### config.mk
export PLATFORM = sky130hd
export DESIGN_NAME = snoop_bus_arbiter
export DESIGN_NICKNAME = d
export VERILOG_FILES = /design/src/rtl/snoop_bus_arbiter_pkg.sv /design/src/rtl/snoop_bus_arbiter_rr_pick.sv /design/src/rtl/snoop_bus_arbiter.sv
export SDC_FILE = /design/constraint.sdc
export NUM_CORES = 1
export LEC_CHECK = 0
export BUFFER_PORTS_ARGS = -buffer_cell sky130_fd_sc_hd__buf_2
export CAP_MARGIN = 10
export CORE_MARGIN = 8
export CORE_UTILIZATION = 45
export CTS_CLUSTER_DIAMETER = 60
export DETAILED_ROUTE_END_ITERATION = 7
export PLACE_DENSITY = 0.86
export SYNTH_ARGS = -nofsm -noshare
export SYNTH_HDL_FRONTEND = slang
export SYNTH_SLANG_ARGS = --single-unit
### constraint.sdc
create_clock -name clk -period 2.3 [get_ports clk]
set_input_delay 0.115 -clock clk [delete_from_list [all_inputs] [get_ports clk]]
set_output_delay 0.115 -clock clk [all_outputs]
set_load 0.01 [all_outputs]
### src/rtl/snoop_bus_arbiter_pkg.sv
// Shared types for the snooping-bus arbiter.
// Bus operations and arbiter FSM states.
package snoop_bus_arbiter_pkg;

   typedef enum logic [1:0] {
      NOOP       = 2'd0,
      READ_MISS  = 2'd1,
      WRITE_MISS = 2'd2,
      INVALIDATE = 2'd3
   } bus_op_t;

   typedef enum logic [1:0] {
      IDLE = 2'd0,
      BUSY = 2'd1,
      ACK  = 2'd2
   } arb_state_t;

endpackage

### src/rtl/snoop_bus_arbiter_rr_pick.sv
// Rotating-priority encoder.
// First eligible index at or after rr_ptr, wrapping.
module snoop_bus_arbiter_rr_pick #(
   parameter int NUM_CORES = 4,
   localparam int OWN_W = $clog2(NUM_CORES)
) (
   input  logic [NUM_CORES-1:0] eligible,
   input  logic [OWN_W-1:0]     rr_ptr,
   output logic                 found,
   output logic [OWN_W-1:0]     winner
);

   localparam logic [OWN_W:0] N_W = (OWN_W + 1)'(NUM_CORES);

   logic [OWN_W:0] sum;

   // Scan farthest offset first so the nearest eligible core wins.
   always_comb begin
      found  = 1'b0;
      winner = '0;
      sum    = '0;
      for (int k = NUM_CORES - 1; k >= 0; k--) begin
         sum = {1'b0, rr_ptr} + (OWN_W + 1)'(k);
         if (sum >= N_W) begin
            sum = sum - N_W;
         end
         if (eligible[sum[OWN_W-1:0]]) begin
            found  = 1'b1;
            winner = sum[OWN_W-1:0];
         end
      end
   end

endmodule

### src/rtl/snoop_bus_arbiter.sv
// Snooping-bus master for NUM_CORES caches.
// Round-robin grant, one transaction at a time.
module snoop_bus_arbiter
   import snoop_bus_arbiter_pkg::*;
#(
   parameter int NUM_CORES = 4,
   parameter int ADDR_W    = 16,
   parameter int TIMEOUT   = 255,
   localparam int OWN_W    = $clog2(NUM_CORES)
) (
   input  logic                             clk,
   input  logic                             rst,
   input  logic [NUM_CORES-1:0]             req,
   input  bus_op_t [NUM_CORES-1:0]          req_op,
   input  logic [NUM_CORES-1:0][ADDR_W-1:0] req_addr,
   input  logic                             bus_done,
   output logic                             bus_valid,
   output bus_op_t                          bus_op,
   output logic [ADDR_W-1:0]                bus_addr,
   output logic [OWN_W-1:0]                 bus_owner,
   output logic [NUM_CORES-1:0]             ack,
   output logic                             timeout_err
);

   localparam int CNT_W = (TIMEOUT > 1) ? $clog2(TIMEOUT) : 1;
   localparam logic [CNT_W-1:0] CNT_LAST = CNT_W'(TIMEOUT - 1);

   arb_state_t           state;
   logic [NUM_CORES-1:0] eligible;
   logic [OWN_W-1:0]     rr_ptr;
   logic [OWN_W-1:0]     winner;
   logic                 found;
   logic [CNT_W-1:0]     wait_cnt;

   // NOOP requests are never candidates for the bus.
   always_comb begin
      eligible = '0;
      for (int i = 0; i < NUM_CORES; i++) begin
         eligible[i] = req[i] && (req_op[i] != NOOP);
      end
   end

   snoop_bus_arbiter_rr_pick #(
      .NUM_CORES(NUM_CORES)
   ) u_pick (
      .eligible(eligible),
      .rr_ptr  (rr_ptr),
      .found   (found),
      .winner  (winner)
   );

   // Grant, hold until done or timeout, then one ack cycle.
   always_ff @(posedge clk) begin
      if (rst) begin
         state       <= IDLE;
         bus_valid   <= 1'b0;
         bus_op      <= NOOP;
         bus_addr    <= '0;
         bus_owner   <= '0;
         ack         <= '0;
         rr_ptr      <= '0;
         wait_cnt    <= '0;
         timeout_err <= 1'b0;
      end else begin
         ack <= '0;
         unique case (state)
            IDLE: begin
               if (found) begin
                  bus_op    <= req_op[winner];
                  bus_addr  <= req_addr[winner];
                  bus_owner <= winner;
                  bus_valid <= 1'b1;
                  wait_cnt  <= '0;
                  rr_ptr    <= (winner == OWN_W'(NUM_CORES - 1)) ?
                               '0 : winner + 1'b1;
                  state     <= BUSY;
               end
            end
            BUSY: begin
               if (bus_done || (wait_cnt == CNT_LAST)) begin
                  ack       <= NUM_CORES'(1) << bus_owner;
                  bus_valid <= 1'b0;
                  if (!bus_done) begin
                     timeout_err <= 1'b1;
                  end
                  state <= ACK;
               end else begin
                  wait_cnt <= wait_cnt + 1'b1;
               end
            end
            ACK: begin
               state <= IDLE;
            end
            default: begin
               state <= IDLE;
            end
         endcase
      end
   end

endmodule
Yosys cells after proc, flatten, opt, wreduce, memory -nomap -nowiden
Index checks and enable logic that the tools add are counted.
- register bits: 38
- input bits: 79
- word-level logic and storage cells: 88
- $add $sub $neg: 9
- $lt $le $gt $ge: 9
- eq/ne operators: 6
- shift operators: 1
- multiplexer cells: 34
- bitwise operators: 3
- reduce and logical (&&, ||, !) cells: 17
- operator list (operator ; count):
    binary-select mux 16 bit (select 2 bit) ; 1
    2-to-1 mux 2 bit ; 12
    2-to-1 mux 16 bit ; 1
    2-to-1 mux 8 bit ; 2
    one-hot mux 8 bit (2 select lines) ; 1
    < comparator 2 x 3 -> 1 bit, second input constant ; 5
    2-to-1 mux 1 bit ; 10
    nonzero test 2 bit ; 5
    >= comparator 3 bit, second input constant ; 3
    AND reduction 3 bit ; 3
    adder 8 x 1 -> 8 bit, second input constant ; 1
    binary-select mux 1 bit (select 2 bit) ; 4
    == test 8 bit, second input constant ; 1
    subtractor 2 x 1 -> 2 bit, second input constant ; 4
    adder 2 x 2 -> 3 bit, second input constant ; 2
    inequality test 2 bit, second input constant ; 3
    binary-select mux 2 bit (select 2 bit) ; 1
    logical AND 1 bit ; 4
    one-hot mux 2 bit (2 select lines) ; 1
    AND reduction 2 bit ; 2
    left shift 1 x 2 -> 4 bit, first input constant ; 1
    adder 2 x 1 -> 3 bit, second input constant ; 1
    >= comparator 2 x 3 -> 1 bit, second input constant ; 1
    NOT 1 bit ; 3
    7 further kinds ; 7

Depth between registers and ports, before layout
- word-level depth: 11
- gate-level depth with buffers: 7
- depth with buffers taken out: 7

Hierarchy
From an unflattened synthesis, not the netlist that was laid out.
- cell total of the unflattened synthesis: 216
- area total of the unflattened synthesis: 2005.7 µm²
- modules (own cells, without submodules) (module ; instances ; cells an instance ; area each (µm²) ; seq. area each (µm²)):
    snoop_bus_arbiter ; 1 ; 203 ; 1928.1 ; 760.7
    snoop_bus_arbiter_rr_pick ; 1 ; 13 ; 77.6 ; 0.0

Least setup slack after synthesis
Ideal clock, no wire load.
- path type: register to register
- from: register state[1]
- to: register bus_addr[10]
- library setup time: 0.082 ns
- arrival time: 1.573 ns
- path slack: 0.644 ns
- cell stages (with the launch flop): 7
- buffers on the path: 2
- cells stage by stage: dfxtp_1 or2_0 a41oi_4 or3b_1 buf_6 buf_6 o221ai_1
- cells in the longest elaborated chain, start to end: 2
- RTL lines (what ; RTL line ; source):
    start, declared ; snoop_bus_arbiter.sv:28 ; arb_state_t state;
    start signal, assigned ; snoop_bus_arbiter.sv:55 ; state <= IDLE;
    start signal, assigned ; snoop_bus_arbiter.sv:76 ; state <= BUSY;
    start signal, assigned ; snoop_bus_arbiter.sv:86 ; state <= ACK;
    logical NOT 2 bit ; snoop_bus_arbiter.sv:66 ; unique case (state)
    AND reduction 2 bit (no source line) ; n/a ;
    end signal, assigned ; snoop_bus_arbiter.sv:70 ; bus_addr <= req_addr[winner];
    end, declared ; snoop_bus_arbiter.sv:19 ; output logic [ADDR_W-1:0] bus_addr,
Every way passes these cells.
A chain may end at the register's enable or synchronous reset.

Worst setup path in the final report
- from: register state[1]
- to: register bus_addr[3]
The elaborated chain is that of the path after synthesis.

==> flow_summary.json <==
{
  "drive_above_1_share_pct": 41.6,
  "max_cap_viol_count": 0,
  "cp.required_ps": 2490,
  "place_hpwl_mm": 4.53,
  "powerDensity_nw_per_um2": 704,
  "startpoint": "state[1]$_SDFFE_PP0P_",
  "synth_area_sq_um": 2010,
  "path_class": "reg -> reg",
  "setup_tns_ps": 0,
  "drt_pass1_iterations": 4,
  "initial_utilization_pct": 46.6,
  "routed_wl_mm": 5.75,
  "wl_met3_um": 364,
  "top_layer": "met4",
  "slowest_stage": "or3b_1",
  "clockRootBuffer": "clkbuf_8",
  "fin_nets": 388,
  "status": "finished, final reports clean",
  "yosys_warnings": 0,
  "r2r_start": "state[1]$_SDFFE_PP0P_",
  "fin_crit_sh_pct": 89.8,
  "crit_cells": 4,
  "grt_max_degree": 31,
  "post-route-drc-count": 0,
  "max_stage_delay_ps": 720,
  "fp.dieW_um": 82.9,
  "cts_resized": 0,
  "row_count": 24,
  "fillCellCount": 363,
  "holdBufCountCts": 0,
  "yosysUniqueCellTypes": 41,
  "syn_to_final_growth_pct": 32.5,
  "worst_r2r_endpoint": "bus_addr[3]$_SDFFE_PP0P_",
  "max_slew_margin_pct": 49.6,
  "insertion_delay_ps": 290,
  "async_flop_share_pct": 0,
  "place.gp.congestion": 0.817,
  "min_period_ps": 2060,
  "grt_pass1_vias": 1935,
  "num_vias": 1932,
  "grtUsageTotal_pct": 15.8,
  "tightest_slew_ps": 756,
  "met2_length_mm": 3.01,
  "p_leak_nw": 1.22,
  "antenna_cells": 0,
  "path_delay_family": "simple AND/OR/NAND/NOR gates",
  "ant_nets": 0,
  "core_sq_um": 4320,
  "finalSetupViolCount": 0,
  "timing.critical_path.buf_inv": 0,
  "grt-ovfl-total": 0,
  "htreeDepth": 2,
  "min_path_type": "in -> reg",
  "cts_tree": "yes",
  "synth-seq-cells": 38,
  "cts_buffers": 5,
  "grt_pass1_wl_mm": 9.26,
  "antenna_found_initial": 0,
  "finalClockSkew_ps": 10.3,
  "portBuffers": 104,
  "seq_area_frac_synth_pct": 37.8,
  "postCtsSetupBuffers": 0,
  "cp_max_fo": 18,
  "rsz0062_at_grt": "no",
  "synth.area.top_cells": "dfxtp_1 (38%), mux2i_1 (19%), o221ai_1 (6.1%)",
  "worst-r2r-cell-count": 4,
  "dieArea_sq_um": 6870,
  "dpl_cell_area_sq_um": 2560,
  "crit_end": "bus_addr[3]$_SDFFE_PP0P_",
  "wire_per_inst_um": 16.0,
  "crit_path_start_kind": "flop",
  "end_kind": "flop",
  "hold_viol": 0,
  "clock.fmax_mhz": 484,
  "syn-num-nets": 286,
  "synth_area_per_cell_sq_um": 9.83,
  "clockBufferDepth": 2,
  "syn_inst": 205,
  "reg2reg_slack_ps": 240,
  "cp.arrival_ps": 2260,
  "io-pin-count": 105,
  "die_h_um": 82.9,
  "synth_edf_count": 0,
  "synth_area_leader_cell": "dfxtp_1",
  "met1Wirelength_mm": 2.31,
  "synthFlopType": "dfxtp_1",
  "ir_drop_v": 0.000386,
  "design_area_sq_um": 2670,
  "clk_pin_slew_ps": 80,
  "routed_via_density": 5.37,
  "yosysTopAreaCellShare_pct": 37.8,
  "cp_cell_sequence": "or2_0 > a41oi_4 > or3b_1 > o221ai_1",
  "maxSlewViolCount": 0,
  "drtIter0Drc": 96,
  "clock-sinks": 38
}
## registers in the layout (all words and copies together) (netlist names), 2 cells and up
| signal | cells |
|---|---|
| bus_addr | 16 |
| wait_cnt | 8 |
| bus_owner | 2 |
| state | 2 |
| rr_ptr | 2 |
| bus_op | 2 |
| ack | 4 |
## Yosys cell counts, types with 2 or more instances
master    instances
buf_6             3
o21ai_2           3
or4_1             2
nor4b_1           2
buf_2             4
ha_1              2
o21a_1            3
mux2i_1          38
dfxtp_1          38
o211ai_1          2
nand4_1           2
nor2_1           18
o221ai_2          6
inv_1             3
a21oi_1           4
buf_4             2
or2_0             2
nand2_1          21
a211oi_1          2
xor2_1            3
clkbuf_1          4
o21ai_0           6
nor3b_1           2
nand3_1           3
o221ai_1         14
## power breakdown
part	switching [mW]	internal, mW	leakage (nW)
combinational	0.287	0.258	0.857
sequential	0.0473	0.735	0.311
clock	0.228	0.325	0.0524
## worst min-delay path by stage
stage	slack, ps	to	cells past startpoint	start
6_report	130	bus_addr[15]$_SDFFE_PP0P_	3	req_addr[47]
5_1_grt	130	bus_addr[15]$_SDFFE_PP0P_	3	req_addr[47]
4_1_cts	130	bus_addr[15]$_SDFFE_PP0P_	3	req_addr[15]
3_5_place_dp	440	bus_addr[2]$_SDFFE_PP0P_	3	req_addr[2]
3_3_place_gp	430	bus_addr[11]$_SDFFE_PP0P_	3	req_addr[11]
2_1_floorplan	310	bus_op[0]$_SDFFE_PP0P_	2	req_op[0]
## worst register-to-register path: cells and delay by family (launching register included)
| family | cells | cell delay, ps |
|---|---|---|
| AO/OA/AOI/OAI | 2 | 670 |
| AND/OR/NAND/NOR | 2 | 980 |
| flip-flops | 1 | 320 |
## routing by layer
metal / global-route usage, % / vias up
met5: 0 / -
met1: 16.3 / 894
met4: 4.31 / 0
li1: - / 977
met2: 28.9 / 57
met3: 5.86 / 4
## metrics by stage
step           std cells  hold slack, ps  worst slack [ps]  total power [mW]  util [%]
2_1_floorplan        205             315               644              1.15         -
3_3_place_gp         352             426               337              1.33      59.3
3_5_place_dp         352             435               273              1.35      59.3
4_1_cts              360             128               240              1.90      61.7
5_1_grt              360             126               115              1.98      61.7
6_report             360             134               235              1.88      61.7
## cell type report
| type | count | area, sq um | area share, % |
|---|---|---|---|
| sequential | 38 | 761 | 28.5 |
| tap | 52 | 65.1 | 2.44 |
| multi-input combinational | 151 | 1160 | 43.6 |
| clock inverter | 1 | 30.0 | 1.12 |
| inverter | 3 | 11.3 | 0.422 |
| timing repair buffer | 108 | 563 | 21.1 |
| clock buffer | 7 | 76.3 | 2.86 |
## cell families (layout without fill, tap and decap cells)
kind of cell	after synthesis	count (layout)	synth area share, %
DFF	38	38	37.8
AOI/OAI and AO/OA	47	47	21.2
muxes	38	38	18.9
xor gates and xnor gates	4	4	1.74
buffers and inverters	16	119	4.72
adders and majority gates	2	2	1.24
and+or+nand+nor	60	60	14.5
## layout by cell type (no fill, tap or decap), types with 2 or more instances in the layout
| cell type | netlist | layout |
|---|---|---|
| o21a_1 | 3 | 3 |
| a21oi_1 | 4 | 4 |
| o21ai_2 | 3 | 3 |
| nand2_1 | 21 | 21 |
| buf_2 | 4 | 104 |
| nor4b_1 | 2 | 2 |
| o21ai_0 | 6 | 6 |
| inv_1 | 3 | 3 |
| clkbuf_1 | 4 | 2 |
| a211oi_1 | 2 | 2 |
| o221ai_1 | 14 | 14 |
| mux2i_1 | 38 | 38 |
| o221ai_2 | 6 | 6 |
| nand4_1 | 2 | 2 |
| xor2_1 | 3 | 3 |
| or2_0 | 2 | 2 |
| clkbuf_8 | 0 | 5 |
| nand3_1 | 3 | 3 |
| ha_1 | 2 | 2 |
| nor2_1 | 18 | 18 |
| dfxtp_1 | 38 | 38 |
| nor3b_1 | 2 | 2 |
| buf_4 | 2 | 3 |
| or4_1 | 2 | 2 |
| o211ai_1 | 2 | 2 |
| a22oi_2 | 1 | 2 |
Note: power is estimated with default switching activity, not from simulation.
